File: src/rtl/instr_fetch_unit.sv
// Prefetching instruction fetch stage: issues word reads under a credit limit,
// queues returned words in order and hands them to the controller with valid/ready.
module instr_fetch_unit #(
    parameter int unsigned DEPTH    = 2,
    parameter logic [15:0] RESET_PC = 16'h0000
) (
    input  logic        clk,
    input  logic        rst_n,
    input  logic        redirect,
    input  logic [15:0] redirect_pc,
    output logic        imem_req,
    output logic [15:0] imem_addr,
    input  logic        imem_gnt,
    input  logic        imem_rvalid,
    input  logic [15:0] imem_rdata,
    output logic        instr_valid,
    output logic [15:0] instr,
    output logic [15:0] instr_pc,
    input  logic        instr_ready
);

    localparam int unsigned PW = (DEPTH > 1) ? $clog2(DEPTH) : 1;
    localparam int unsigned CW = $clog2(DEPTH) + 1;
    localparam int unsigned SW = CW + 2;

    typedef enum logic {
        RUN   = 1'b0,
        FLUSH = 1'b1
    } state_t;

    state_t          state_q, state_d;
    logic [15:0]     fetch_pc_q, fetch_pc_d;
    logic            req_q, req_d;
    logic [CW-1:0]   out_q, out_d;
    logic [CW-1:0]   disc_q, disc_d;
    logic [CW-1:0]   cnt_q, cnt_d;
    logic [CW-1:0]   out_after, disc_after;

    logic [15:0]     q_data  [DEPTH];
    logic [15:0]     q_pc    [DEPTH];
    logic [15:0]     tag_mem [DEPTH];
    logic [PW-1:0]   q_rd, q_wr, tag_rd, tag_wr;

    logic            gnt_acc, rsp_drop, rsp_keep, push, pop, tag_push;

    // Next-state, credit and queue control
    always_comb begin
        state_d    = state_q;
        fetch_pc_d = fetch_pc_q;
        req_d      = req_q;

        gnt_acc    = req_q & imem_gnt;
        rsp_drop   = imem_rvalid & (state_q == FLUSH);
        rsp_keep   = imem_rvalid & (state_q == RUN);
        push       = rsp_keep & ~redirect;
        pop        = (cnt_q != '0) & instr_ready & ~redirect;
        tag_push   = gnt_acc & ~redirect;

        out_after  = out_q + CW'(gnt_acc) - CW'(rsp_keep);
        disc_after = disc_q - CW'(rsp_drop);

        out_d      = out_after;
        disc_d     = disc_after;
        cnt_d      = cnt_q + CW'(push) - CW'(pop);

        // Redirect turns every in-flight read into a discard credit
        if (redirect) begin
            fetch_pc_d = redirect_pc;
            disc_d     = disc_after + out_after;
            out_d      = '0;
            cnt_d      = '0;
        end else if (gnt_acc) begin
            fetch_pc_d = fetch_pc_q + 16'd1;
        end

        // Hold an ungranted request; otherwise issue while credits remain
        if (req_q && !imem_gnt && !redirect) begin
            req_d = 1'b1;
        end else begin
            req_d = (SW'(cnt_d) + SW'(out_d) + SW'(disc_d)) < SW'(DEPTH);
        end

        unique case (state_q)
            RUN: begin
                if (redirect && (disc_d != '0)) state_d = FLUSH;
            end
            FLUSH: begin
                if (disc_d == '0) state_d = RUN;
            end
            default: state_d = RUN;
        endcase
    end

    always_ff @(posedge clk) begin
        if (!rst_n) begin
            state_q    <= RUN;
            fetch_pc_q <= RESET_PC;
            req_q      <= 1'b0;
            out_q      <= '0;
            disc_q     <= '0;
            cnt_q      <= '0;
        end else begin
            state_q    <= state_d;
            fetch_pc_q <= fetch_pc_d;
            req_q      <= req_d;
            out_q      <= out_d;
            disc_q     <= disc_d;
            cnt_q      <= cnt_d;
        end
    end

    // Instruction queue and issued-address tag FIFO
    always_ff @(posedge clk) begin
        if (!rst_n) begin
            for (int i = 0; i < int'(DEPTH); i++) begin
                q_data[i]  <= '0;
                q_pc[i]    <= '0;
                tag_mem[i] <= '0;
            end
            q_rd   <= '0;
            q_wr   <= '0;
            tag_rd <= '0;
            tag_wr <= '0;
        end else if (redirect) begin
            q_rd   <= '0;
            q_wr   <= '0;
            tag_rd <= '0;
            tag_wr <= '0;
        end else begin
            if (push) begin
                q_data[q_wr] <= imem_rdata;
                q_pc[q_wr]   <= tag_mem[tag_rd];
                q_wr         <= q_wr + PW'(1);
            end
            if (pop) begin
                q_rd <= q_rd + PW'(1);
            end
            if (tag_push) begin
                tag_mem[tag_wr] <= fetch_pc_q;
                tag_wr          <= tag_wr + PW'(1);
            end
            if (rsp_keep) begin
                tag_rd <= tag_rd + PW'(1);
            end
        end
    end

    assign imem_req    = req_q;
    assign imem_addr   = fetch_pc_q;
    assign instr_valid = (cnt_q != '0);
    assign instr       = q_data[q_rd];
    assign instr_pc    = q_pc[q_rd];

endmodule
File: config.mk
export PLATFORM = sky130hd
export DESIGN_NAME = instr_fetch_unit
export DESIGN_NICKNAME = d
export VERILOG_FILES = /design/src/rtl/instr_fetch_unit.sv
export SDC_FILE = /design/constraint.sdc
export NUM_CORES = 1
export LEC_CHECK = 0
export ABC_AREA = 1
export CAP_MARGIN = 20
export CORE_ASPECT_RATIO = 1.75
export CORE_MARGIN = 1.5
export CORE_UTILIZATION = 25
export DETAILED_ROUTE_END_ITERATION = 8
export GPL_TIMING_DRIVEN = 1
export PLACE_DENSITY = 0.46
export SYNTH_ARGS = -nofsm -noshare
export SYNTH_HDL_FRONTEND = slang
export SYNTH_SLANG_ARGS = --single-unit
File: constraint.sdc
create_clock -name clk -period 4.25 [get_ports clk]
set_clock_uncertainty 0.2 [all_clocks]
set_input_delay 0.85 -clock clk [delete_from_list [all_inputs] [get_ports clk]]
set_output_delay 0.85 -clock clk [all_outputs]
set_load 0.1 [all_outputs]
==> results.txt, run 1 <==
Power density over the cells: 515 nW/µm². Leading area contributor after synthesis: sky130_fd_sc_hd__edfxtp_1. Counting every net in the synthesized netlist gives 590. After detailed routing, the number of remaining DRC violations is 0.

Final setup TNS: 0 ns. Core area: 22700 µm². The final weighted congestion in routability-driven placement was 0.804; the pin count of the biggest net entering global routing was 33. The tools report the sort of element at the end of the critical path as a register. The data required time of the critical path is 4.41 ns. Across all hold checks on the routed design, the worst slack comes to 0.276 ns. Once the clock tree was built, the setup fixing pass inserted 0 buffers. Post-synthesis average cell area: 10.6 µm². In this run the vertical extent of the chip is 203 µm. Setup violations remaining at the end of the flow were counted as 0.

Clock-pin slew was measured on the worst setup and hold paths at 0.06 ns. The first global-routing pass estimated 20700 µm of wire. The tools report the clock power share as 0.406.

The synthesized netlist contains 34 unique library cells. After synthesis, the largest family of logic cells by area is simple AND/OR/NAND/NOR gates. Sorting the synthesized cells by area gives the leading types as sky130_fd_sc_hd__edfxtp_1 50%, sky130_fd_sc_hd__dfxtp_1 10%, sky130_fd_sc_hd__nor2_1 8.0%. Relative to the synthesized area, the layout overhead comes to 31.3%. The run gives 0 as the final count of pins violating max slew. Wire length per cell after detailed routing: 13.5 µm.

Post-synthesis share of cell area spent on and, or, nand and nor gates: 0.169. The slew at the pin with the worst max-slew slack was 0.982 ns. The flip-flop and latch count after synthesis is 126. The setup path with the least slack is of type in -> reg. The share of cells above drive strength 1 was 0.198; the core utilization of the finished layout was 0.332. Total count of hold-check failures in the final report: 0. Setup repair after global routing left no endpoint under its margin. The total congestion overflow was 0; the final net count was 687. After clock tree synthesis, the flow added hold-fix buffers numbering 0. For this design the static power due to leakage is 2.95 nW.

The detailed router's first-iteration violation count is 129, and the part of the total power dissipated in sequential elements is 0.379. Total track usage: 0.113. The cell with the largest stage delay on the worst path was sky130_fd_sc_hd__clkdlybuf4s50_1. The detail route stage leaves a number of antenna-violating nets equal to 0. The area share of the largest cell type after synthesis was 0.503; the sequential element share of the synthesized area was 0.607.

The count of buffers added on input and output ports is 87. For the worst setup path, the data arrival time is 3.70 ns. The via count of the first global-routing pass came out at 4116. The tools report the startpoint type of the worst setup path as a primary input.

The fraction of the mapped netlist area in adder cells came out at 0.0209. The worst hold path class is reg -> reg. In this design, the critical path's most frequently occurring cell is sky130_fd_sc_hd__nand2_1.

The clock passes through at most 2 buffers. Yosys instantiated no cell more often than sky130_fd_sc_hd__nor2_1. The first detailed-routing pass took 4 iterations. The logs give 1920 µm² for the multi-input logic area and 23900 µm² for the overall die area. Number of vias in the routed layout: 3879. The largest fanout on the critical path came out at 5. The number of buffers and inverters on the critical path is 4.

By count the netlist is led by 123 x sky130_fd_sc_hd__nor2_1, 96 x sky130_fd_sc_hd__edfxtp_1, 64 x sky130_fd_sc_hd__nand2_1. The worst path in the final design needs a cycle of 3.54 ns, including I/O delays and setup. In this run, post-CTS repair resized a total of 0 instances. The area fraction in compound gates after synthesis was 0.0366.

The fraction of power spent switching nets is 0.305, and the maximum level of the CTS H-tree is 4. The internal power contribution was 2.70 mW; the worst voltage drop across the vdd grid was 0.000242 V. The tools report the total of max-cap violations as 0. CTS sink count: 126. Die span in x: 118 µm.

The number of enable-type register cells in the synthesized netlist came out at 96. The run gives 0 as the count of synthesis-stage warnings from yosys. The family with the most delay on the worst path was adder cells. Detailed placement finished with a half-perimeter wire length of 8820 µm. The parity-gate share of the synthesized area counting xor and xnor cells came out at 0.0168.

TritonCTS built the clock tree. In this run the clock root is driven by a sky130_fd_sc_hd__clkbuf_16. The initial antenna violation count is 0. After technology mapping, the gate count stands at 543. Placed standard-cell area: 6890 µm².

The finished cells cover 7530 µm². For this run, the slowest stage of the critical path takes 0.49 ns. For this design the total switching power over the nets is 1.18 mW.

The critical path goes through clkdlybuf4s50_1, nand2_2, inv_2, nand2_1, nand2_1, ha_1, ha_1, inv_1, nand3_1, nand3_1, nand2_1, nand2_1, inv_1, fa_1, ha_1, nor3_1, o21a_1. The number of antenna diodes in the final layout is 0. The multiplexer share of the synthesized area was 0.0907; the count of pins on the block boundary was 88.

The initial core utilization is 0.253. For the cell area after synthesis, the log shows 5740 µm². The share of the clock period used by the worst path after layout is 0.833. Counting the buffers created by CTS gives 17. The combinational cell fraction of total power is 0.214, and the wire length after detailed routing is 12800 µm. The number of fillers in the final layout was 2414.

At the later pin of the worst-skew pair, clock insertion delay measures 0.41 ns. The run finished with clean final reports. For this run, the leading register cell type out of synthesis is sky130_fd_sc_hd__edfxtp_1.

The average via count per standard cell was 4.07; the sequential cell area was 3480 µm². Static timing analysis puts the maximum clock frequency at 282 MHz. The worst-case headroom to the max-slew limit was 0.343; the site row count was 73. The fraction of registers with async set/reset came out at 0.
## logic make-up after synthesis
logic type | after synthesis
compound gates | 39
xor+xnor | 11
fa+ha+maj | 9
buf+inv | 83
flops | 126
mux | 48
simple gates | 227
## worst reg2reg max path: cells and delay by family (launching register included)
kind                       cells  cell delay [ns]
adders and majority gates      4             1.19
buffers and inverters          3             0.26
DFF                            1             0.36
AOI/OAI and AO/OA              1             0.12
and+or+nand+nor                8             0.82
## power by group through the flow
stage / clock [mW] / sequential [mW] / combinational, mW
2_1_floorplan: 0 / 1.59 / 0.536
3_3_place_gp: 0 / 1.50 / 0.826
3_5_place_dp: 0 / 1.50 / 0.841
4_1_cts: 1.63 / 1.47 / 0.844
5_1_grt: 1.67 / 1.48 / 0.891
6_report: 1.58 / 1.47 / 0.831
## state kept, by name, indices dropped and copies added, names as in the netlist, named ones only
name,cells
imem_addr,16
tag_mem,32
tag_wr,1
q_pc,32
imem_req,1
cnt_q,2
state_q,1
disc_q,2
out_q,2
tag_rd,1
q_rd,1
q_wr,1
q_data,32
## stage by stage
stage / power [mW] / setup WS, ns / cells
5_1_grt: 4.05 / 0.490 / 953
3_5_place_dp: 2.34 / 0.282 / 921
2_1_floorplan: 2.12 / 0.759 / 543
3_3_place_gp: 2.32 / 0.332 / 921
4_1_cts: 3.95 / 0.722 / 953
6_report: 3.88 / 0.709 / 953
## cell type report
| cell class | instances | share of cell area |
|---|---|---|
| clock buffer | 18 | 0.0570 |
| clock inverter | 14 | 0.0286 |
| inverter | 63 | 0.0314 |
| multi-input combinational | 334 | 0.255 |
| sequential | 126 | 0.463 |
| tap | 300 | 0.0498 |
| timing repair buffer | 98 | 0.116 |
## routing by layer
layer,share of wire,wire (µm),global-route usage
met1,0.39,5060,0.109
met2,0.56,7230,0.225
met3,0.025,324,0.0229
met4,0.018,233,0.0527
met5,0,0,0
## layout by cell type, fill, tap and decap left out, types with 2 or more instances in the layout
master                              n
sky130_fd_sc_hd__a21oi_1           14
sky130_fd_sc_hd__a31oi_1            7
sky130_fd_sc_hd__buf_4             43
sky130_fd_sc_hd__bufinv_16          5
sky130_fd_sc_hd__clkbuf_16         17
sky130_fd_sc_hd__clkdlybuf4s50_1   55
sky130_fd_sc_hd__clkinv_2           3
sky130_fd_sc_hd__clkinv_4           2
sky130_fd_sc_hd__clkinvlp_4         2
sky130_fd_sc_hd__dfxtp_1           30
sky130_fd_sc_hd__edfxtp_1          96
sky130_fd_sc_hd__ha_1               8
sky130_fd_sc_hd__inv_1             57
sky130_fd_sc_hd__inv_2              5
sky130_fd_sc_hd__inv_6              2
sky130_fd_sc_hd__mux2_1             2
sky130_fd_sc_hd__mux2_2            30
sky130_fd_sc_hd__mux2i_1           16
sky130_fd_sc_hd__nand2_1           64
sky130_fd_sc_hd__nand2_2            6
sky130_fd_sc_hd__nand3_1           11
sky130_fd_sc_hd__nand3_2            4
sky130_fd_sc_hd__nand4_1            3
sky130_fd_sc_hd__nor2_1           123
sky130_fd_sc_hd__nor2_2             4
sky130_fd_sc_hd__nor2_4             3
sky130_fd_sc_hd__nor3_1             6
sky130_fd_sc_hd__o21ai_0           14
sky130_fd_sc_hd__o21ai_1            2
sky130_fd_sc_hd__xor2_1            10
## path summary, 6_finish.rpt
| kind | cells after the start | slack, ns | startpoint | end |
|---|---|---|---|---|
| worst min-delay path | 2 | 0.28 | q_rd | q_rd |
| worst max register to register | 16 | 1.26 | imem_req | imem_req |
| worst min register to register | 2 | 0.28 | q_rd | q_rd |
| worst max-delay path | 17 | 0.71 | imem_gnt | imem_req |
No activity file was read; power rests on OpenSTA's default activity.
==> inputs of run 2 (changes only) <==
--- a/config.mk
+++ b/config.mk
@@ -12,7 +12,7 @@
 export CORE_UTILIZATION = 25
 export DETAILED_ROUTE_END_ITERATION = 8
 export GPL_TIMING_DRIVEN = 1
-export PLACE_DENSITY = 0.46
+export PLACE_DENSITY = 0.48
 export SYNTH_ARGS = -nofsm -noshare
 export SYNTH_HDL_FRONTEND = slang
 export SYNTH_SLANG_ARGS = --single-unit
==> constraint.sdc (replaced) <==
create_clock -name clk -period 3.12 [get_ports clk]
set_clock_uncertainty 0.2 [all_clocks]
set_input_delay 0.624 -clock clk [delete_from_list [all_inputs] [get_ports clk]]
set_output_delay 0.624 -clock clk [all_outputs]
set_load 0.1 [all_outputs]
==> run 2 against run 1 <==
Worst hold slack hardly changed; count of clock-buffer cells in the layout grew 2; via count up 3.4%; routed wire length is 2.6% higher; die area unchanged; non-clock buffer count increased by 10; clock power grew 16%; combinational power grew 64%; sequential share of layout area shrank 2.3 points; largest cell class unchanged; largest power group is now sequential cells; highest routed layer unchanged.
==> results.txt, run 2 (same netlist as run 1, synthesis figures left out) <==
The final net count came out at 697 (+1.5%). The logs give 0 (unchanged) for the final number of setup-violating endpoints and 2000 µm² (+4.4%) for the multi-input logic area. Part of the total power dissipated in sequential elements: 0.387 (+0.008).

The global-route wire length before repair is 20900 µm (+1.0%). The logs give 13200 µm (+2.6%) for the wire length after detailed routing and 333 MHz for the maximum clock frequency. The endpoint arrival time on the critical path was 3.15 ns (-0.55 ns); the number of vias in the routed layout was 4009 (+3.4%). The number of non-filler instances in the completed layout came out at 961 (+0.84%). For the maximum level of the CTS H-tree, the log shows 4 (unchanged). The flow ran to the end, and the final reports show no timing, DRC or antenna violations. The tools report the placed standard-cell area as 7320 µm² (+6.4%). Count of pins on the block boundary: 88 (unchanged). Share of the clock period used by the worst path after layout: 0.962. The number of fillers in the final layout was 2349 (-2.7%); the die span in x was 118 µm (unchanged). The buffers inserted during post-CTS setup optimization is 0 (unchanged). For the maximum count of clock buffers along a single path, the log shows 2 (unchanged). For the post-placement cell count, the log shows 931 (+1.1%).

The path class of the tightest hold or removal check is reg -> reg. For the worst hold-check slack, the log shows 0.276 ns (-0.0000710 ns). The worst setup path is launched from a primary input. The fraction of power spent switching nets works out to 0.314 (+0.00908). The tools report the library cell used as clock root buffer as sky130_fd_sc_hd__clkbuf_16. The final count of pins violating max slew was 0 (unchanged). The tools report the total congestion overflow as 0 (unchanged). The most common library cell in the layout ignoring fill and taps was sky130_fd_sc_hd__nor2_1. The initial antenna violation count was 0 (unchanged).

The slew at the pin with the worst max-slew slack was 0.952 ns (-0.0305 ns); the pin count of the biggest net entering global routing was 33 (unchanged). The worst setup slack before clock tree synthesis came out at -0.513 ns (-0.795 ns). The logs give 0.831 (+3.3%) for the final weighted congestion in routability-driven placement and 0 (unchanged) for the remaining design rule violation count. The data required time of the critical path came out at 3.27 ns (-1.14 ns). The die outline height is 203 µm (unchanged). After layout, the minimum clock period comes to 3.00 ns. The logs give 0 ns (unchanged) for the final setup TNS and 0.351 (+0.0181) for the core utilization of the finished layout. The placed wire-length estimate after detailed placement is 8980 µm (+1.8%), and the clock network latency to the later pin of the worst-skew pair is 0.41 ns (about the same). For the leakage power of the design, the log shows 3.12 nW (+5.7%). The total track usage is 0.114 (+0.00101), and the count of port buffers added during placement is 87 (unchanged). The top cell types in the final layout, fill and taps aside, are 123 x sky130_fd_sc_hd__nor2_1, 96 x sky130_fd_sc_hd__edfxtp_1, 57 x sky130_fd_sc_hd__inv_1, 56 x sky130_fd_sc_hd__nand2_1, 39 x sky130_fd_sc_hd__buf_4. The tools report the number of inserted diodes as 0 (unchanged). The largest registers in the layout are q_data: 32 flops, q_pc: 32 flops, tag_mem: 32 flops.

The run gives 126 (unchanged) as the CTS sink count. The worst-case headroom to the max-slew limit was 0.365 (+0.0215). The final non-filler cell area came out at 7940 µm² (+5.4%). The power density over the cells was 655 nW/µm² (+27%).

The total of max-cap violations came out at 0 (unchanged). Compared with the post-synthesis result, the final layout area differs by 38.4%. TritonCTS built the clock tree. The logs give 0.000332 V (+37%) for the worst voltage drop across the vdd grid and 4259 (+3.5%) for the via count of the first global-routing pass. The run gives 3490 µm² (+0.14%) as the sequential cell area.

The post-detailed-route count of antenna-violating nets was 0 (unchanged). Core area: 22700 µm² (unchanged). For the detailed router's first-iteration violation count, the log shows 109 (-16%). The tools report the number of search-and-repair iterations in the first detailed-routing pass as 5 (+1). The overall die area is 23900 µm² (unchanged), and the power dissipated by switching net loads is 1.63 mW (+38%). The CTS buffer count was 17 (unchanged). The tools report the site row count as 73 (unchanged). Sort of element at the end of the critical path: a register.

The tools report the slack of the critical path as 0.119 ns (-0.590 ns). The post-route total power came out at 5.20 mW (+34%). The largest fanout on the critical path came out at 3 (-2). The tools report the clock power share as 0.351 (-0.055). The critical path class was in -> reg.

The initial core utilization is 0.253 (unchanged), and the clock slew at the register clock pins of the worst setup and hold paths is 0.06 ns (about the same). Share of cells above drive strength 1: 0.253 (+0.0551). For the total count of hold-check failures in the final report, the log shows 0 (unchanged). The combinational cell fraction of total power is 0.262 (+0.048), and the wire length per cell after detailed routing is 13.7 µm (+1.7%).

The internal power contribution came out at 3.57 mW (+32%). The average via count per standard cell was 4.17 (+2.5%).
==> run 2: power by group through the flow <==
stage	Clock [mW]	Combinational, mW	Sequential [mW]
after floorplan	0	0.731	2.17
after global placement	0	1.27	2.04
after detailed placement	0	1.29	2.05
after CTS	1.89	1.31	2.01
after global routing	1.94	1.46	2.03
final	1.83	1.36	2.01
==> run 2: path summary, 6_finish.rpt <==
path	start	to	slack [ns]	depth (start not counted)
worst min register to register	q_rd	q_rd	0.28	2
worst max-delay path	imem_rvalid	imem_req	0.12	19
worst min-delay path	q_rd	q_rd	0.28	2
worst max register to register	imem_req	imem_req	0.24	18
==> run 2: worst max-delay path: stages <==
cell                            delay (ns)
sky130_fd_sc_hd__dlygate4sd2_1        0.26
sky130_fd_sc_hd__buf_4                0.15
sky130_fd_sc_hd__nand3_2              0.09
sky130_fd_sc_hd__nand2_2              0.07
sky130_fd_sc_hd__ha_4                 0.16
sky130_fd_sc_hd__inv_1                0.07
sky130_fd_sc_hd__nand2_1              0.07
sky130_fd_sc_hd__nand2_2              0.09
sky130_fd_sc_hd__nand2_2              0.08
sky130_fd_sc_hd__nand2_2              0.07
sky130_fd_sc_hd__nand2_2              0.07
sky130_fd_sc_hd__nand3_2              0.08
sky130_fd_sc_hd__nand2_2              0.06
sky130_fd_sc_hd__nand2_1              0.06
sky130_fd_sc_hd__inv_1                0.06
sky130_fd_sc_hd__fa_1                 0.48
sky130_fd_sc_hd__ha_1                 0.31
sky130_fd_sc_hd__nor3_2               0.17
sky130_fd_sc_hd__o21a_1               0.13
==> run 2: layer usage <==
layer | wire length (µm) | up-vias | track usage
li1 | - | 2010 | -
met1 | 5000 | 1900 | 0.108
met2 | 7520 | 81 | 0.228
met3 | 367 | 18 | 0.0224
met4 | 287 | 0 | 0.0553
met5 | 0 | - | 0
==> run 2: layout make-up <==
class                           count  area share
Sequential cell                   126       0.439
Timing Repair Buffer              108       0.164
Inverter                           63      0.0298
Clock inverter                     10      0.0124
Multi-Input combinational cell    334       0.252
Tap cell                          300      0.0473
Clock buffer                       20      0.0550
==> run 2: repair_timing <==
item,in CTS,in global routing
setup endpoints to repair,1,1
pin swaps,2,9
resized for setup,5,15
hold buffers,0,0
